**src/rtl/uart_rx_pkg.sv**
```systemverilog
// Shared types and constants for the uart_rx receive path.
package uart_rx_pkg;

  localparam int DEFAULT_CLKS_PER_BIT = 434;  // 50 MHz / 115200
  localparam int MAX_DATA_BITS        = 9;

  typedef enum logic [2:0] {
    IDLE,
    START,
    DATA,
    PARITY,
    STOP,
    DONE,
    BREAK
  } rx_state_e;

endpackage

```
**src/rtl/rx_sync2.sv**
```systemverilog
// Two-flop synchronizer for an asynchronous single-bit input.
// RST_VAL selects the idle level the chain holds during reset.
module rx_sync2 #(
  parameter logic RST_VAL = 1'b1
) (
  input  logic clk_i,
  input  logic rst_ni,
  input  logic d_i,
  output logic q_o
);

  logic meta;

  // metastability filter: d_i -> meta -> q_o
  always_ff @(posedge clk_i) begin
    if (!rst_ni) begin
      meta <= RST_VAL;
      q_o  <= RST_VAL;
    end else begin
      meta <= d_i;
      q_o  <= meta;
    end
  end

endmodule

```
**src/rtl/uart_rx_param.sv**
```systemverilog
// Parametrised asynchronous serial receiver, LSB-first, 1 or 2 stop bits.
// Optional parity check is compiled in with macro UART_RX_PARITY_EN;
// without it the frame is start + DATA_BITS + stop and parity_err_o is 0.
module uart_rx_param
  import uart_rx_pkg::*;
#(
  parameter int CLKS_PER_BIT = DEFAULT_CLKS_PER_BIT,
  parameter int DATA_BITS    = 8,
  parameter int STOP_BITS    = 1,
  parameter int PARITY_ODD   = 0
) (
  input  logic                 clk_i,
  input  logic                 rst_ni,
  input  logic                 rx_i,
  output logic [DATA_BITS-1:0] data_o,
  output logic                 valid_o,
  input  logic                 ready_i,
  output logic                 frame_err_o,
  output logic                 parity_err_o,
  output logic                 overrun_o,
  output logic                 busy_o
);

  localparam int CW = $clog2(CLKS_PER_BIT);
  localparam int BW = $clog2(MAX_DATA_BITS);
  localparam logic [CW-1:0] HALF_T    = CW'(CLKS_PER_BIT / 2 - 1);
  localparam logic [CW-1:0] FULL_T    = CW'(CLKS_PER_BIT - 1);
  localparam logic [BW-1:0] LAST_DATA = BW'(DATA_BITS - 1);
  localparam logic [BW-1:0] LAST_STOP = BW'(STOP_BITS - 1);

  if (CLKS_PER_BIT < 4 || DATA_BITS < 5 || DATA_BITS > MAX_DATA_BITS ||
      STOP_BITS < 1 || STOP_BITS > 2 || PARITY_ODD < 0 || PARITY_ODD > 1) begin : g_param_chk
    $error("uart_rx_param: illegal parameter set");
  end

  logic                 rx_s;
  rx_state_e            state, state_n;
  logic [CW-1:0]        cnt;
  logic                 tick;
  logic [BW-1:0]        bit_cnt;
  logic [DATA_BITS-1:0] shreg;
  logic                 fe_q;
  logic                 load, ovr;

  rx_sync2 #(.RST_VAL(1'b1)) u_sync (
    .clk_i (clk_i),
    .rst_ni(rst_ni),
    .d_i   (rx_i),
    .q_o   (rx_s)
  );

  // START waits half a bit to land mid start bit; all other states a full bit
  assign tick   = (cnt == ((state == START) ? HALF_T : FULL_T));
  assign busy_o = (state != IDLE);

  // state register
  always_ff @(posedge clk_i) begin
    if (!rst_ni) state <= IDLE;
    else         state <= state_n;
  end

  // bit timer and bit counter, both restart on every state entry
  always_ff @(posedge clk_i) begin
    if (!rst_ni) begin
      cnt     <= '0;
      bit_cnt <= '0;
    end else if (state_n != state) begin
      cnt     <= '0;
      bit_cnt <= '0;
    end else begin
      cnt <= tick ? '0 : cnt + 1'b1;
      if (tick && (state == DATA || state == STOP)) bit_cnt <= bit_cnt + 1'b1;
    end
  end

  // shift register (MSB-in so the first line bit ends at bit 0) and stop check
  always_ff @(posedge clk_i) begin
    if (!rst_ni) begin
      shreg <= '0;
      fe_q  <= 1'b0;
    end else begin
      if (state == IDLE)                      fe_q  <= 1'b0;
      if (tick && state == DATA)              shreg <= {rx_s, shreg[DATA_BITS-1:1]};
      if (tick && state == STOP && !rx_s)     fe_q  <= 1'b1;
    end
  end

`ifdef UART_RX_PARITY_EN
  logic par_q;

  // parity error: XOR of data and parity bit must equal PARITY_ODD
  always_ff @(posedge clk_i) begin
    if (!rst_ni)                        par_q <= 1'b0;
    else if (tick && state == PARITY)   par_q <= (^shreg) ^ rx_s ^ 1'(PARITY_ODD);
  end
`endif

  // next state plus DONE-cycle load / overrun decision
  always_comb begin
    state_n = state;
    load    = 1'b0;
    ovr     = 1'b0;
    case (state)
      IDLE:   if (!rx_s) state_n = START;
      START:  if (tick)  state_n = rx_s ? IDLE : DATA;
      DATA:   if (tick && bit_cnt == LAST_DATA) begin
`ifdef UART_RX_PARITY_EN
                state_n = PARITY;
`else
                state_n = STOP;
`endif
              end
`ifdef UART_RX_PARITY_EN
      PARITY: if (tick) state_n = STOP;
`endif
      STOP:   if (tick && bit_cnt == LAST_STOP) state_n = DONE;
      DONE: begin
        load    = !valid_o || ready_i;
        ovr     = valid_o && !ready_i;
        // a low stop bit may be a break; hold off until the line recovers
        state_n = fe_q ? BREAK : IDLE;
      end
      BREAK:  if (rx_s) state_n = IDLE;
      default: state_n = IDLE;
    endcase
  end

  // output word register with valid/ready handshake
  always_ff @(posedge clk_i) begin
    if (!rst_ni) begin
      data_o      <= '0;
      frame_err_o <= 1'b0;
      valid_o     <= 1'b0;
      overrun_o   <= 1'b0;
    end else begin
      overrun_o <= ovr;
      if (load) begin
        data_o      <= shreg;
        frame_err_o <= fe_q;
        valid_o     <= 1'b1;
      end else if (valid_o && ready_i) begin
        valid_o     <= 1'b0;
      end
    end
  end

`ifdef UART_RX_PARITY_EN
  // parity flag travels with the word
  always_ff @(posedge clk_i) begin
    if (!rst_ni)   parity_err_o <= 1'b0;
    else if (load) parity_err_o <= par_q;
  end
`else
  assign parity_err_o = 1'b0;
`endif

endmodule

```
**config.mk**
```make
export PLATFORM = sky130hd
export DESIGN_NAME = uart_rx_param
export DESIGN_NICKNAME = d
export VERILOG_FILES = /design/src/rtl/uart_rx_pkg.sv /design/src/rtl/rx_sync2.sv /design/src/rtl/uart_rx_param.sv
export SDC_FILE = /design/constraint.sdc
export NUM_CORES = 1
export LEC_CHECK = 0
export ABC_CLOCK_PERIOD_IN_PS = 1500
export CORE_AREA = 2 2 71 73
export CTS_CLUSTER_DIAMETER = 40
export DETAILED_ROUTE_END_ITERATION = 10
export DIE_AREA = 0 0 73 75
export DONT_BUFFER_PORTS = 1
export PLACE_DENSITY_LB_ADDON = 0.25
export SYNTH_ARGS = -nofsm -noshare
export SYNTH_HDL_FRONTEND = slang
export SYNTH_HIERARCHICAL = 1
export SYNTH_SLANG_ARGS = --single-unit
```
**constraint.sdc**
```tcl
create_clock -name clk_i -period 1.5 [get_ports clk_i]
set_input_delay 0.3 -clock clk_i [delete_from_list [all_inputs] [get_ports clk_i]]
set_output_delay 0.3 -clock clk_i [all_outputs]
set_load 0.005 [all_outputs]
```
Word level (Yosys, flattened, before mapping)
Cells that the tools add are included.
Storage, ports and cells
  bits in registers: 38
  input bits: 4
  logic and storage cells: 57
Cells by class
  add/subtract/negate cells: 2
  equality and inequality tests: 8
  mux-type cells: 14
  bitwise operators: 1
  reductions and logical operators: 21
Operators with widths (count)
  $mux 3: 6
  $pmux 3 s6: 1
  $add 9x1->9 const B: 1
  $eq 3x3->1 const B: 3
  $eq 9x9->1: 1
  $mux 9: 1
  $logic_and 1x1->1: 8
  $mux 1: 5
  $add 4x1->4 const B: 1
  $eq 4x3->1 const B: 1
  $logic_not 4->1: 1
  $reduce_bool 2->1: 2
  $eq 3x1->1 const B: 1
  $eq 3x2->1 const B: 1
  $logic_not 1->1: 3
  $logic_not 3->1: 1
  $ne 3x3->1: 1
  $reduce_bool 3->1: 1
  $reduce_or 3->1: 1
  $logic_or 1x1->1: 2
  $mux 2: 1
  $reduce_and 2->1: 1
  $reduce_or 2->1: 1
  $not 1->1: 1

Longest topological paths before layout
Gate-level depths: netlist (run 1).
  depth in word-level cells: 8
  mapped depth: 7
  gate-level depth less buffers: 5

Cells and area by module
The synthesis (run 1) kept the hierarchy.
By module, submodules not included
  uart_rx_param: instances 1, cells an instance 189, area an instance 1783.0 sq um, sequential area each 720.7 sq um
  rx_sync2: instances 1, cells an instance 4, area an instance 52.6 sq um, sequential area each 40.0 sq um

Least setup slack after synthesis (run 1)
OpenSTA, ideal clock, no wires.
  kind: reg-to-reg
  from: register cnt[1]
  to: register bit_cnt[0]
  library setup time: 132 ps
  arrival time: 1509 ps
  data required time: 1368 ps
  setup slack: -141 ps
  stages on the path, launching flop included: 5
  buffers on the path: 0
  path through: dfxtp_1 > nand4bb_4 > or4_4 > a221oi_4 > nor3_1
On the way
  word-level cells in the longest chain between the ends: 6
RTL lines
  from (decl): line uart_rx_param.sv:38  | logic [CW-1:0] cnt;
  from (signal assigned): line uart_rx_param.sv:71  | cnt <= tick ? '0 : cnt + 1'b1;
  $eq 9x9->1 (*): line uart_rx_param.sv:53  | assign tick = (cnt == ((state == START) ? HALF_T : FULL_T));
  $logic_and 1x1->1 (on tied branches): line uart_rx_param.sv:116, uart_rx_param.sv:106
  $mux 3 (on tied branches): line uart_rx_param.sv:116, uart_rx_param.sv:106
  $pmux 3 s6: line uart_rx_param.sv:103  | case (state)
  $ne 3x3->1: line uart_rx_param.sv:67  | end else if (state_n != state) begin
  $reduce_or 2->1 (no source line)
  to (signal assigned): line uart_rx_param.sv:72  | if (tick && (state == DATA || state == STOP)) bit_cnt <= bit_cnt + 1'b1;
  to (decl): line uart_rx_param.sv:40  | logic [BW-1:0] bit_cnt;
Mark *: on every way between the ends. The rest lies on a longest branch, timed or not.
A chain may end at the register's enable or synchronous reset.

Final worst setup path (run 1)
  from: register cnt[2]
  to: register bit_cnt[2]
The elaborated chain is that of the path after synthesis.

==> run_results.csv, run 1 <==
group,metric,value,unit
clocking,h-tree-depth,2,
synthesis,syn_area,1840,um2
worst_setup_path,cp_slowest_cell,"and4bb_4",
grt,antenna_found_initial,0,
grt,first_global_vias,1427,
worst_setup_path,cp_max_fo,6,
die,initial_core_util,0.394,
worst_hold_path,min_path_type,"in -> reg",
synthesis,yosys.area.top_type,"dfxtp_1",
die,coreArea,4660,um2
flow_run,maxCapViolations,0,
timing,max_freq,623,MHz
route,vias,1439,
route,final_antenna_net_count,0,
layout,diodes,0,
synthesis,synth_nets,200,
layout,fin_area,2350,um2
timing,drv_slew,0,
clocking,clock-sinks,38,
layout,mostFrequentLayoutCell,"dfxtp_1",
timing,min_period,1.60,ns
route,viasPerCell,5.27,
power_and_ir_drop,power,1860,uW
worst_setup_path,required,1.67,ns
layout,final.fill_count,430,
power_and_ir_drop,switchingPower,417,uW
synthesis,synth-xor-area-share,0.0429,
power_and_ir_drop,clock_power_share,0.388,
synthesis,synth_adder_area_share,0.0204,
worst_setup_path,path_cells,"and4bb_4 > nand3_4 > buf_6 > o211ai_1 > buf_4 > a211oi_2",
grt,grt_pass1_wl,6.28,mm
place,io_buffers,0,
synthesis,async_reset_ff_frac,0,
place,globalplace.congestion,0.836,
worst_setup_path,worst-endpoint-arrival,1.77,ns
synthesis,synth_compound_area_frac,0.0893,
route,met3_length,129,um
worst_setup_path,crit_family,"simple AND/OR/NAND/NOR gates",
grt,overflow,0,
synthesis,netlist_instances,193,
place,place_area,2080,um2
power_and_ir_drop,leakage,0.000830,uW
worst_setup_path,worst-path-buf-inv,2,
die,die-area,5480,um2
status,violations,"negative setup slack",
power_and_ir_drop,powerDensity,792,nW/um2
clocking,cts_made_buffers,5,
power_and_ir_drop,p_sw_frac,0.224,
die,io_pins,17,
route,dr_wl_met2,1.96,mm
power_and_ir_drop,p_int,1440,uW
synthesis,ys_seq_elements,38,
route,wirelength,3.91,mm
synthesis,seq_area_frac_synth,0.414,
synthesis,synth_area_per_cell,9.51,um2
clocking,tritoncts,"yes",
clocking,worstSkewPairLatency,0.28,ns
layout,fin_nets,225,
layout,layout_common_cells,"dfxtp_1 (27), buf_4 (22), nor2b_1 (21)",
grt,grt_max_degree,26,
timing,rsz0062_at_grt,"yes",
route,drt-met1-wl,1.76,mm
clocking,clkTransAtPathRegs,0.07,ns
route,drt_iter0_drc,72,
clocking,cts-root-buf,"clkbuf_8",
status,status,"complete, but fails checks",
synthesis,ys.flop_type,"dfxtp_1",
route,first_pass_iters,4,
synthesis,ys_warn_count,6,
synthesis,synth_top_family_by_area,"simple AND/OR/NAND/NOR gates",
layout,syn_to_final_growth,27.9,%
synthesis,synth.lib_cells_used.distinct,43,
place,dp_hpwl,2.68,mm
timing,setup_viol,20,
timing,post-route-period-util,1.07,
layout,drive_gt1_frac,0.338,
worst_setup_path,cpPeakStageDelay,0.37,ns
synthesis,synth_top_area_share,0.414,
synthesis,yosys.area_share.simple,0.292,
die,die_width,73,um
power_and_ir_drop,ir_worst_vdd,0.497,mV
clocking,cts_hold_buffers,0,
route,drt-wirelength-per-cell,14.3,um
worst_setup_path,cp-end-kind,"flip-flop",
synthesis,synth_enable_flop_cells,0,
grt,grtUsageTotal,0.149,
timing,setup_slack,-0.105,ns
timing,fin_worst_skew,0.00383,ns
worst_setup_path,path_class,"reg -> reg",
route,highest_layer,"met4",
route,post-route-drc-count,0,
timing,final_hold_viol_count,0,
die,die_h,75,um
power_and_ir_drop,p_comb_frac,0.059,
die,num_rows,25,
clocking,clockBufferDepth,2,
synthesis,synthMuxAreaShare,0.0982,
worst_setup_path,startpoint_type,"flip-flop",
power_and_ir_drop,seqPwrFrac,0.552,
synthesis,synth_area_leaders,"dfxtp_1 (41%), mux2i_1 (9.8%), nor2b_1 (7.2%)",
-- layer usage --
metal / global-route usage / up-vias
met5: 0 / -
met4: 0.0597 / 0
met3: 0.0442 / 7
met2: 0.256 / 25
met1: 0.174 / 690
li1: - / 717
-- worst register-to-register path: stages (launching register included) --
cell and delay (ns):
dfxtp_2 0.33, and4bb_4 0.37, nand3_4 0.07, buf_6 0.12, o211ai_1 0.30, buf_4 0.25, a211oi_2 0.06
-- state kept, by name (all words and copies together) (netlist names) --
| register | cells |
|---|---|
| bit_cnt | 4 |
| cnt | 9 |
| data_o | 8 |
| fe_q | 1 |
| frame_err_o | 1 |
| overrun_o | 1 |
| shreg | 8 |
| state | 3 |
| u_sync/meta | 1 |
| u_sync/q_o | 1 |
| valid_o | 1 |
-- cell usage after synthesis (2+ instances only) --
library cell and count:
nor3_1 13, or3_1 3, and3b_1 2, inv_1 7, nand2b_1 6, clkbuf_1 3
xnor2_1 7, dfxtp_1 38, o41ai_1 2, nand3_1 7, nand2_1 10, nor3b_1 2
o211ai_1 2, o21ai_0 3, buf_2 6, ha_1 3, nor2b_1 21, o21a_1 2
a21oi_1 4, nor2_1 9, nand4_1 3, mux2i_1 18, xor2_1 2
-- what timing repair did --
action	CTS	global route
resized for setup	12	22
pin swaps	4	9
setup endpoints to repair	15	21
buffers inserted	1	2
gates cloned	0	1
-- path summary, 6_finish.rpt --
check          endpoint  slack, ns  cells past startpoint        start
max reg2reg  bit_cnt[2]      -0.10                      6       cnt[2]
min          u_sync/q_o       0.09                      1       rst_ni
max          bit_cnt[2]      -0.10                      6       cnt[2]
min reg2reg  u_sync/q_o       0.42                      1  u_sync/meta
-- final cells by class --
type	instances	area [um2]	share of cell area
repair buffers	28	259	0.110
clock inverters	2	12.5	0.00533
inverters	7	26.3	0.0112
multi-input cells	138	1120	0.478
well taps	54	67.6	0.0288
clock buffers	6	82.6	0.0352
flip-flops and latches	38	777	0.331
-- cells by family after synthesis --
family                   count (synthesis)
AO/OA/AOI/OAI                           19
XOR/XNOR                                 9
adder cells (fa/ha/maj)                  3
buffers and inverters                   17
flip-flops                              38
multiplexers                            18
other                                    1
AND/OR/NAND/NOR                         88
-- power by group through the flow --
stage | Clock [uW] | Sequential (uW) | Combinational (uW)
after CTS | 745 | 1030 | 93.8
after global routing | 796 | 1030 | 119
after detailed placement | 0 | 1050 | 90.9
after global placement | 0 | 1050 | 89.3
after floorplan | 0 | 1050 | 63.8
final | 722 | 1030 | 110
-- metrics by stage --
stage / utilization / TNS (ns) / hold slack [ns] / std cells / setup WS (ns)
5_1_grt: 0.504 / -2.39 / 0.0857 / 273 / -0.159
2_1_floorplan: - / -0.115 / 0.373 / 193 / -0.0338
4_1_cts: 0.478 / -0.335 / 0.0845 / 270 / -0.0844
3_5_place_dp: 0.446 / -0.764 / 0.383 / 261 / -0.0849
6_report: 0.504 / -1.00 / 0.0939 / 273 / -0.105
3_3_place_gp: 0.446 / -0.190 / 0.381 / 261 / -0.0367
(Power assumes the default switching activity.)
==> run 2, diff against run 1 <==
--- a/config.mk
+++ b/config.mk
@@ -11,6 +11,7 @@
 export DETAILED_ROUTE_END_ITERATION = 10
 export DIE_AREA = 0 0 73 75
 export DONT_BUFFER_PORTS = 1
+export GPL_TIMING_DRIVEN = 0
 export PLACE_DENSITY_LB_ADDON = 0.25
 export SYNTH_ARGS = -nofsm -noshare
 export SYNTH_HDL_FRONTEND = slang
==> run 2 against run 1 <==
Effect of this change: the flow still finishes with violations (negative setup slack); fmax fell by 0.97%; sequential power about the same; sequential share of layout area down 0.35 points; worst hold slack worse by 0.012 ns; critical endpoint is now cnt[7].
==> run_results.csv, run 2 (synthesis gave the netlist of run 1 again) <==
group,metric,value,unit
layout,fin_nets,223,
power_and_ir_drop,p_sw_frac,0.222,
timing,post-route-period-util,1.08,
worst_hold_path,min_path_type,"in -> reg",
power_and_ir_drop,power,2030,uW
layout,syn_to_final_growth,29.5,%
place,io_buffers,0,
grt,overflow,0,
clocking,tritoncts,"yes",
route,drt-met1-wl,1.83,mm
place,globalplace.congestion,0.808,
route,drt_iter0_drc,76,
status,status,"complete, but fails checks",
die,die-area,5480,um2
layout,seqCellArea,778,um2
power_and_ir_drop,clock_power_share,0.431,
timing,max_freq,617,MHz
timing,rsz0062_at_grt,"yes",
layout,final_core_util,0.510,
place,dpl.cell_count,247,
flow_run,maxCapViolations,0,
die,initial_core_util,0.394,
route,highest_layer,"met4",
layout,layout_common_cells,"dfxtp_1 (28), nor2b_1 (21), mux2i_1 (18)",
route,vias,1429,
layout,instances_no_fill,271,
clocking,cts-root-buf,"clkbuf_8",
grt,grt_max_degree,14,
die,die_width,73,um
power_and_ir_drop,leakage,0.000814,uW
layout,mostFrequentLayoutCell,"dfxtp_1",
layout,largestRegisters,"cnt (9), data_o (8), shreg (8)",
timing,final_hold_viol_count,0,
status,violations,"negative setup slack",
grt,antenna_found_initial,0,
layout,drive_gt1_frac,0.323,
power_and_ir_drop,seqPwrFrac,0.508,
timing,fin_worst_skew,0.00795,ns
power_and_ir_drop,p_int,1580,uW
place,place_area,1920,um2
layout,diodes,0,
power_and_ir_drop,powerDensity,853,nW/um2
die,die_h,75,um
grt,grt_pass1_wl,6.07,mm
route,wirelength,3.95,mm
worst_setup_path,startpoint_type,"flip-flop",
timing,setup_slack,-0.120,ns
die,num_rows,25,
route,dr_wl_met2,1.93,mm
power_and_ir_drop,ir_worst_vdd,0.342,mV
worst_setup_path,worst-endpoint-arrival,1.80,ns
clocking,h-tree-depth,2,
grt,first_global_vias,1302,
die,coreArea,4660,um2
worst_setup_path,r2r_slack,-0.12,ns
layout,fin_area,2380,um2
power_and_ir_drop,switchingPower,451,uW
worst_setup_path,required,1.68,ns
clocking,clockBufferDepth,2,
clocking,cts_made_buffers,5,
route,met3_length,132,um
timing,drv_slew,0,
place,pre_cts_slack,-0.323,ns
route,post-route-drc-count,0,
clocking,cts_hold_buffers,0,
route,drt-wirelength-per-cell,14.6,um
worst_setup_path,cp-end-kind,"flip-flop",
layout,multi_input_area,1140,um2
power_and_ir_drop,p_comb_frac,0.062,
die,io_pins,17,
route,viasPerCell,5.27,
route,final_antenna_net_count,0,
clocking,clkTransAtPathRegs,0.08,ns
layout,final.fill_count,419,
timing,min_period,1.62,ns
clocking,worstSkewPairLatency,0.29,ns
grt,grtUsageTotal,0.146,
place,dp_hpwl,2.41,mm
timing,setup_viol,15,
clocking,clock-sinks,38,
layout,largest_register_ffs,9,
layout,largest-register,"cnt",
worst_setup_path,path_class,"reg -> reg",
route,first_pass_iters,4,
worst_setup_path,cp_max_fo,4,
[run 2: cell count changes in the layout (fill, tap and decap cells not counted), moves of 2 or more]
| cell | delta |
|---|---|
| nor3_4 | +3 |
| clkbuf_1 | +2 |
| dfxtp_2 | -2 |
| buf_4 | -5 |
| nor3_2 | -2 |
[run 2: per-stage QoR]
step / hold slack [ns] / setup TNS, ns
6_report: 0.0818 / -1.31
5_1_grt: 0.0671 / -2.40
4_1_cts: 0.0715 / -1.50
3_5_place_dp: 0.379 / -5.82
3_3_place_gp: 0.379 / -5.46
2_1_floorplan: 0.373 / -0.115
[run 2: what timing repair did]
action | 4_1_cts | 5_1_grt
gates cloned | 0 | 2
pin swaps | 4 | 12
resized for setup | 17 | 35
buffers inserted | 6 | 8
endpoints found under the setup margin | 32 | 33
[run 2: worst max-delay path: stages, from the launching register on]
cell and delay [ns]:
dfxtp_2 0.34, nand2b_4 0.14, or3_4 0.37, o311ai_4 0.39, clkbuf_16 0.23, nor3_2 0.04
[run 2: final timing paths]
path | from | endpoint | depth (start not counted)
worst min register to register | u_sync/meta | u_sync/q_o | 1
worst max register to register | cnt[8] | cnt[7] | 5
worst max-delay path | cnt[8] | cnt[7] | 5
worst min-delay path | rst_ni | u_sync/q_o | 1
[run 2: power groups by stage]
| stage | Sequential [uW] | Combinational [uW] | Clock, uW |
|---|---|---|---|
| after floorplan | 1050 | 63.8 | 0 |
| after global placement | 1060 | 75.6 | 0 |
| after detailed placement | 1060 | 76.4 | 0 |
| after CTS | 1030 | 89.4 | 905 |
| after global routing | 1030 | 137 | 958 |
| final | 1030 | 125 | 874 |
[run 2: final cells by class]
class / instances / share of cell area
multi-input cells: 138 / 0.481
flip-flops and latches: 38 / 0.327
repair buffers: 16 / 0.0684
clock buffers: 5 / 0.0289
inverters: 7 / 0.0111
well taps: 54 / 0.0284
plain buffers: 10 / 0.0363
clock inverters: 3 / 0.0189
[run 2: routing by layer]
metal / vias to the layer above / track usage
met5: - / 0
met2: 24 / 0.247
met1: 680 / 0.173
met3: 6 / 0.0455
li1: 719 / -
met4: 0 / 0.0556
